===== config.mk =====
export PLATFORM = sky130hd
export DESIGN_NAME = jt12_op_seq
export DESIGN_NICKNAME = d
export VERILOG_FILES = /design/src/rtl/jt12_op_seq.sv
export SDC_FILE = /design/constraint.sdc
export NUM_CORES = 1
export LEC_CHECK = 0
export CORE_MARGIN = 2
export CORE_UTILIZATION = 40
export CTS_BUF_LIST = sky130_fd_sc_hd__clkbuf_16
export DETAILED_ROUTE_END_ITERATION = 12
export SLEW_MARGIN = 25
export SYNTH_ARGS = -nofsm -noshare
export SYNTH_HDL_FRONTEND = slang
export SYNTH_SLANG_ARGS = --single-unit

===== constraint.sdc =====
create_clock -name clk -period 5.4 [get_ports clk]
set_clock_uncertainty 0.15 [all_clocks]
set_input_delay 1.08 -clock clk [delete_from_list [all_inputs] [get_ports clk]]
set_output_delay 1.08 -clock clk [all_outputs]
set_load 0.01 [all_outputs]

===== src/rtl/jt12_op_seq.sv =====
// Operator slot sequencer: walks the 24-slot frame (4 operators x 6 channels) and
// decodes per-channel algorithm/feedback into operand-source selects.
module jt12_op_seq #(
   parameter logic [2:0] ALG_RST = 3'd0,
   parameter logic [2:0] FB_RST  = 3'd0
) (
   input  logic       clk,
   input  logic       rst,
   input  logic       clk_en,
   input  logic       cfg_we,
   input  logic [2:0] cfg_ch,
   input  logic [2:0] cfg_alg,
   input  logic [2:0] cfg_fb,
   output logic       cfg_ack,
   output logic       s1_enters,
   output logic       s2_enters,
   output logic       s3_enters,
   output logic       s4_enters,
   output logic       zero,
   output logic [2:0] cur_ch,
   output logic       xuse_prevprev1,
   output logic       xuse_prev2,
   output logic       xuse_internal,
   output logic       yuse_prev1,
   output logic       yuse_prev2,
   output logic       yuse_internal,
   output logic [2:0] fb_II
);

   logic [4:0] cnt;
   logic [1:0] grp;
   logic [2:0] alg_rf [0:5];
   logic [2:0] fb_rf  [0:5];
   logic [4:0] cnt_nx;
   logic [1:0] grp_nx;
   logic [2:0] ch_nx;
   logic       wr_ok;

   // Selects packed as {xpp1, xp2, xint, yp1, yp2, yint}; grp order is M1, C1, M2, C2
   function automatic logic [5:0] decode(input logic [1:0] g, input logic [2:0] alg);
      logic [5:0] s;
      s = 6'b000000;
      case (g)
         2'd0: s = 6'b100100;
         2'd1: if (alg != 3'd1 && alg != 3'd2 && alg != 3'd7) s = 6'b001000;
         2'd2: case (alg)
                  3'd0, 3'd2: s = 6'b001000;
                  3'd1:       s = 6'b001100;
                  3'd5:       s = 6'b000100;
                  default:    s = 6'b000000;
               endcase
         default: case (alg)
                  3'd0, 3'd1, 3'd4: s = 6'b001000;
                  3'd2:             s = 6'b001100;
                  3'd3:             s = 6'b001010;
                  3'd5:             s = 6'b000100;
                  default:          s = 6'b000000;
               endcase
      endcase
      return s;
   endfunction

   always_comb begin
      cnt_nx = (cnt == 5'd23) ? 5'd0 : cnt + 5'd1;
      ch_nx  = (cur_ch == 3'd5) ? 3'd0 : cur_ch + 3'd1;
      grp_nx = (cur_ch == 3'd5) ? grp + 2'd1 : grp;
      wr_ok  = cfg_we && (cfg_ch <= 3'd5);
   end

   always_ff @(posedge clk) begin
      if (rst) begin
         for (int i = 0; i < 6; i++) begin
            alg_rf[i] <= ALG_RST;
            fb_rf[i]  <= FB_RST;
         end
      end else if (wr_ok) begin
         alg_rf[cfg_ch] <= cfg_alg;
         fb_rf[cfg_ch]  <= cfg_fb;
      end
   end

   // Slot outputs are computed from the next counter value so they line up with cnt
   always_ff @(posedge clk) begin
      if (rst) begin
         cnt       <= 5'd0;
         grp       <= 2'd0;
         cur_ch    <= 3'd0;
         zero      <= 1'b1;
         s1_enters <= 1'b1;
         s2_enters <= 1'b0;
         s3_enters <= 1'b0;
         s4_enters <= 1'b0;
         {xuse_prevprev1, xuse_prev2, xuse_internal,
          yuse_prev1, yuse_prev2, yuse_internal} <= decode(2'd0, ALG_RST);
         fb_II     <= 3'd0;
         cfg_ack   <= 1'b0;
      end else begin
         cfg_ack <= wr_ok;
         if (clk_en) begin
            cnt       <= cnt_nx;
            grp       <= grp_nx;
            cur_ch    <= ch_nx;
            zero      <= (cnt_nx == 5'd0);
            s1_enters <= (grp_nx == 2'd0);
            s3_enters <= (grp_nx == 2'd1);
            s2_enters <= (grp_nx == 2'd2);
            s4_enters <= (grp_nx == 2'd3);
            {xuse_prevprev1, xuse_prev2, xuse_internal,
             yuse_prev1, yuse_prev2, yuse_internal} <= decode(grp_nx, alg_rf[ch_nx]);
            fb_II     <= fb_rf[cur_ch];
         end
      end
   end

endmodule


# After elaboration in Yosys (flattened, before gate mapping)
# Memories as Yosys holds them, arrays and structs flattened. A register that Yosys moved wholly into a read port is not among the register bits.
# Cells that the tools add are included.
[classes] addsub=3 order_cmp=1 n_eq_ne=13 mux=18 reduce_logical=10
[op_table] cell="$pmux 6 s3" count=1
[op_table] cell="$pmux 4 s4" count=1
[op_table] cell="$mux 3" count=5
[op_table] cell="$pmux 4 s3" count=1
[op_table] cell="$eq 3x3->1 const B" count=3
[op_table] cell="$reduce_or 3->1" count=3
[op_table] cell="$mux 1" count=7
[op_table] cell="$eq 3x2->1 const B" count=2
[op_table] cell="$add 5x1->5 const B" count=1
[op_table] cell="$eq 5x5->1 const B" count=1
[op_table] cell="$logic_not 5->1" count=1
[op_table] cell="$mux 5" count=1
[op_table] cell="$eq 2x2->1 const B" count=2
[op_table] cell="$mux 4" count=1
[op_table] cell="$add 3x1->3 const B" count=1
[op_table] cell="$eq 3x1->1 const B" count=1
[op_table] cell="$le 3x3->1 const B" count=1
[op_table] cell="$logic_and 1x1->1" count=3
[op_table] cell="$logic_not 3->1" count=1
[op_table] cell="$ne 3x1->1 const B" count=1
[op_table] cell="$ne 3x2->1 const B" count=1
[op_table] cell="$ne 3x3->1 const B" count=1
[op_table] cell="$add 2x1->2 const B" count=1
[op_table] cell="$eq 2x1->1 const B" count=1
[op_table] cell="3 further kinds" count=3
[word_totals] regBits=22 mem_bits_rw=36 inputBits=13 output_inout_bits=18 elab_cells=62 mem_count=2
[mem_list] name="alg_rf" depth=6 width=3 read_ports=1 rd_ports_with_merged_regs=0 write_ports=6 line="32" rtl="logic [2:0] alg_rf [0:5];"
[mem_list] name="fb_rf" depth=6 width=3 read_ports=1 rd_ports_with_merged_regs=1 write_ports=6 line="33" rtl="logic [2:0] fb_rf [0:5];"

# Longest topological paths before layout
# An unclocked memory read counts as a cell.
[logic_depth] word_depth=8 depth_mapped=9 ltp_nobuf=7

# Worst setup path after synthesis
# OpenSTA, ideal clock, no wires.
[synth_timing] path_type="input-to-reg" from="input port cfg_we" to="memory alg_rf[0][0] (enable)" setup_time_ns=0.319 arrival_time_ns=2.012 required_ns=4.931 path_slack_ns=2.919 cell_stages=4 n_path_buf=0 path_cell_list="inv_1 -> a211oi_2 -> nand3_1 -> nand2_1"
[synth_lines] item="start, declared" line="10" rtl="input logic cfg_we,"
[synth_lines] item="end, declared" line="32"

==> results by group <==
Synth
  – Area of the mapped netlist: 3130 um^2
  – Post-synth ARST share: 0%
  – Syn Area/Cell: 11.3 um^2
  – Cell variety after synth: 52
  – Post-Syn Instances: 278
  – Number of synthesized flops with an enable pin: 45
  – Register area share after synthesis: 57.3%
  – Yosys warns: 0
  – Post-synthesis register bit count: 67
  – Ys flop type: edfxtp_1

Clock tree
  – Num CTS Buffers: 9
  – Number of H-tree levels: 3
  – Resized Gates After CTS: 0
  – CTS tree: done
  – Clock Sinks: 67
  – CTS Root Cell: clkbuf_16
  – Post-CTS setup buffer count: 0
  – Clk pin slew, worst setup/hold paths: 0.05 ns
  – Clk buf depth: 2
  – Worst-skew pair later-pin latency: 0.33 ns
  – Hold Buf Count CTS: 0

Floorplanning
  – Die Y: 92.4 um
  – FP Rows: 32
  – Core area: 7650 um^2
  – # IOs: 31
  – Starting Density: 40.9%
  – DIE AREA: roughly 8500 um^2
  – Die width: 92.4 um

STA
  – Max Slew Vio Count: 0
  – Setup Viol. Count Final: 0
  – Final Hold Vio Count: 0
  – Worst Slack Setup Final: about 2 ns
  – Slew headroom: 42.1%
  – FMAX: just under 300 MHz
  – Minimum clock period: 3.40 ns
  – Hold Slack: approximately 0.31 ns
  – Setup TNS: 0 ns
  – RSZ-0062 raised after global routing: false
  – Worst-Margin Slew: 0.867 ns
  – Final period util: 62.9%

Global route
  – First-pass GRT wire length: 10.3 mm
  – Initial antenna violation count: 0
  – Largest net degree at the start of global routing: 29
  – GRT overflow: 0
  – GRT Total Usage: about 16%
  – Vias in the first global route: 2087

Power
  – Total power: 1.34 mW
  – Leakage: roughly 1.4 nW
  – Pwr Density: 350 nW/um^2
  – Maximum vdd ir drop: 0.000154 V

Layout
  – Nets@finish: 329
  – Area growth from synthesis to layout: 22.1%
  – Layout cell share with drive strength beyond 1: 11.0%
  – Diode count: 0
  – # fillers: 700
  – Commonest non-fill, non-tap cell in the layout: edfxtp_1
  – Most frequent cells in the layout: 45 x edfxtp_1, 43 x nor2_1, 27 x clkdlybuf4s50_1, 25 x nand2_1, 22 x dfxtp_1
  – Util after Layout: 50.0%

Worst setup path
  – R2R depth: 6
  – Max Fanout on Critical Path: 22
  – Worst endpoint required time: 5.26 ns
  – Startpoint types: input pin
  – Critical Path AT: 3.26 ns
  – Setup CP Type: input pin to flop
  – Crit. End Element: flop

Detailed routing
  – DRC: 0
  – Drt first pass iters: 4
  – DRT iter0 DRCs: 77
  – Routed Antenna Nets: 0
  – Routed vias/inst: 4.95
  – DRT Wirelength: just over 6 mm
  – WL per Instance: 14.4 um
  – DR vias: 2084

Place
  – IO buf count: 28
  – Hpwl dp: approximately 4.3 mm
  – Place WS: between 1.5 and 2 ns
  – GPL Wtd Cong: approximately 0.75

Worst hold path
  – WHS Path Cells: 2
  – Hold crit path type: flop to flop

Run
  – Total of max-cap violations: 0

Status
  – Status: complete, no violations
## power breakdown
group | leakage (nW) | internal (mW) | switching [mW] | total (mW)
Clock | 0.157 | 0.403 | 0.220 | 0.623
Sequential | 0.612 | 0.578 | 0.0124 | 0.590
Combinational | 0.625 | 0.0565 | 0.0659 | 0.122
Total | 1.39 | 1.04 | 0.298 | 1.34
## worst max-delay path, cell delays in order
cell and delay [ns]:
clkdlybuf4s50_1 0.85, a211oi_2 0.68, nand3_1 0.32, nand2_1 0.31
## per-stage QoR
stage	cells	area, um^2
5_1_grt	421	3820
2_1_floorplan	288	3170
4_1_cts	421	3820
3_3_place_gp	405	3510
3_5_place_dp	405	3510
6_report	421	3820
## logic make-up (layout without fill, tap and decap cells)
| kind of cell | count (synthesis) | after routing | share of synthesized area, % |
|---|---|---|---|
| AO/OA/AOI/OAI | 42 | 42 | 9.32 |
| flip-flops | 67 | 67 | 57.3 |
| other | 1 | 11 | 0.120 |
| buffers and inverters | 27 | 58 | 4.12 |
| multiplexers | 16 | 16 | 8.36 |
| adder cells (fa/ha/maj) | 2 | 2 | 0.800 |
| AND/OR/NAND/NOR | 118 | 118 | 18.4 |
| XOR/XNOR | 5 | 5 | 1.64 |
## area by class of cell
cell class / count / area (um^2) / area share [%]
Clock buffer: 9 / 225 / 5.90
Clock inverter: 7 / 91.3 / 2.39
Inverter: 11 / 41.3 / 1.08
Multi-Input combinational cell: 194 / 1240 / 32.6
Sequential cell: 67 / 1790 / 46.9
Tap cell: 102 / 128 / 3.34
Timing Repair Buffer: 31 / 298 / 7.80
## synth_stat cells, types with 2 or more instances
cell	n	area, um^2
inv_1	11	41.3
nor2b_1	4	25.0
dfxtp_1	22	440
a211oi_1	6	45.0
mux4_2	7	158
buf_2	7	35.0
ha_1	2	25.0
a21oi_1	14	70.1
o21ai_0	6	30.0
nand3_1	10	50.1
xor2_1	3	26.3
buf_1	4	15.0
buf_4	3	22.5
nand2_1	25	93.8
mux2i_1	7	70.1
nor3_1	5	25.0
and3_1	2	12.5
nand3b_1	5	37.5
edfxtp_1	45	1350
and2_1	12	75.1
o21bai_1	2	15.0
nor2_1	43	161
o31a_1	2	17.5
o21ai_1	2	10.0
or3_1	2	12.5
## sequential cells by signal, summed over array words and instances, names as in the netlist
name / count
alg_rf: 21
cfg_ack: 1
cnt: 5
cur_ch: 3
fb_II: 3
fb_rf: 24
grp: 2
s1_enters: 1
s2_enters: 1
s3_enters: 1
s4_enters: 1
xuse_internal: 1
yuse_prev1: 1
yuse_prev2: 1
zero: 1
## layer usage
layer,vias to the layer above,track usage [%],wire (um)
met2,41,25.3,2830
met3,9,3.74,264
met1,978,20.5,2840
met4,0,8.21,123
met5,-,0,0
li1,1056,-,-
## worst paths after layout
path                                start       endpoint  slack (ns)
worst max register to register  cur_ch[2]  xuse_internal        2.97
worst min register to register  s4_enters      s4_enters        0.31
worst max-delay path                  rst   alg_rf[0][2]        2.00
worst min-delay path            s4_enters      s4_enters        0.31
Power figures use the tool's default switching activity.
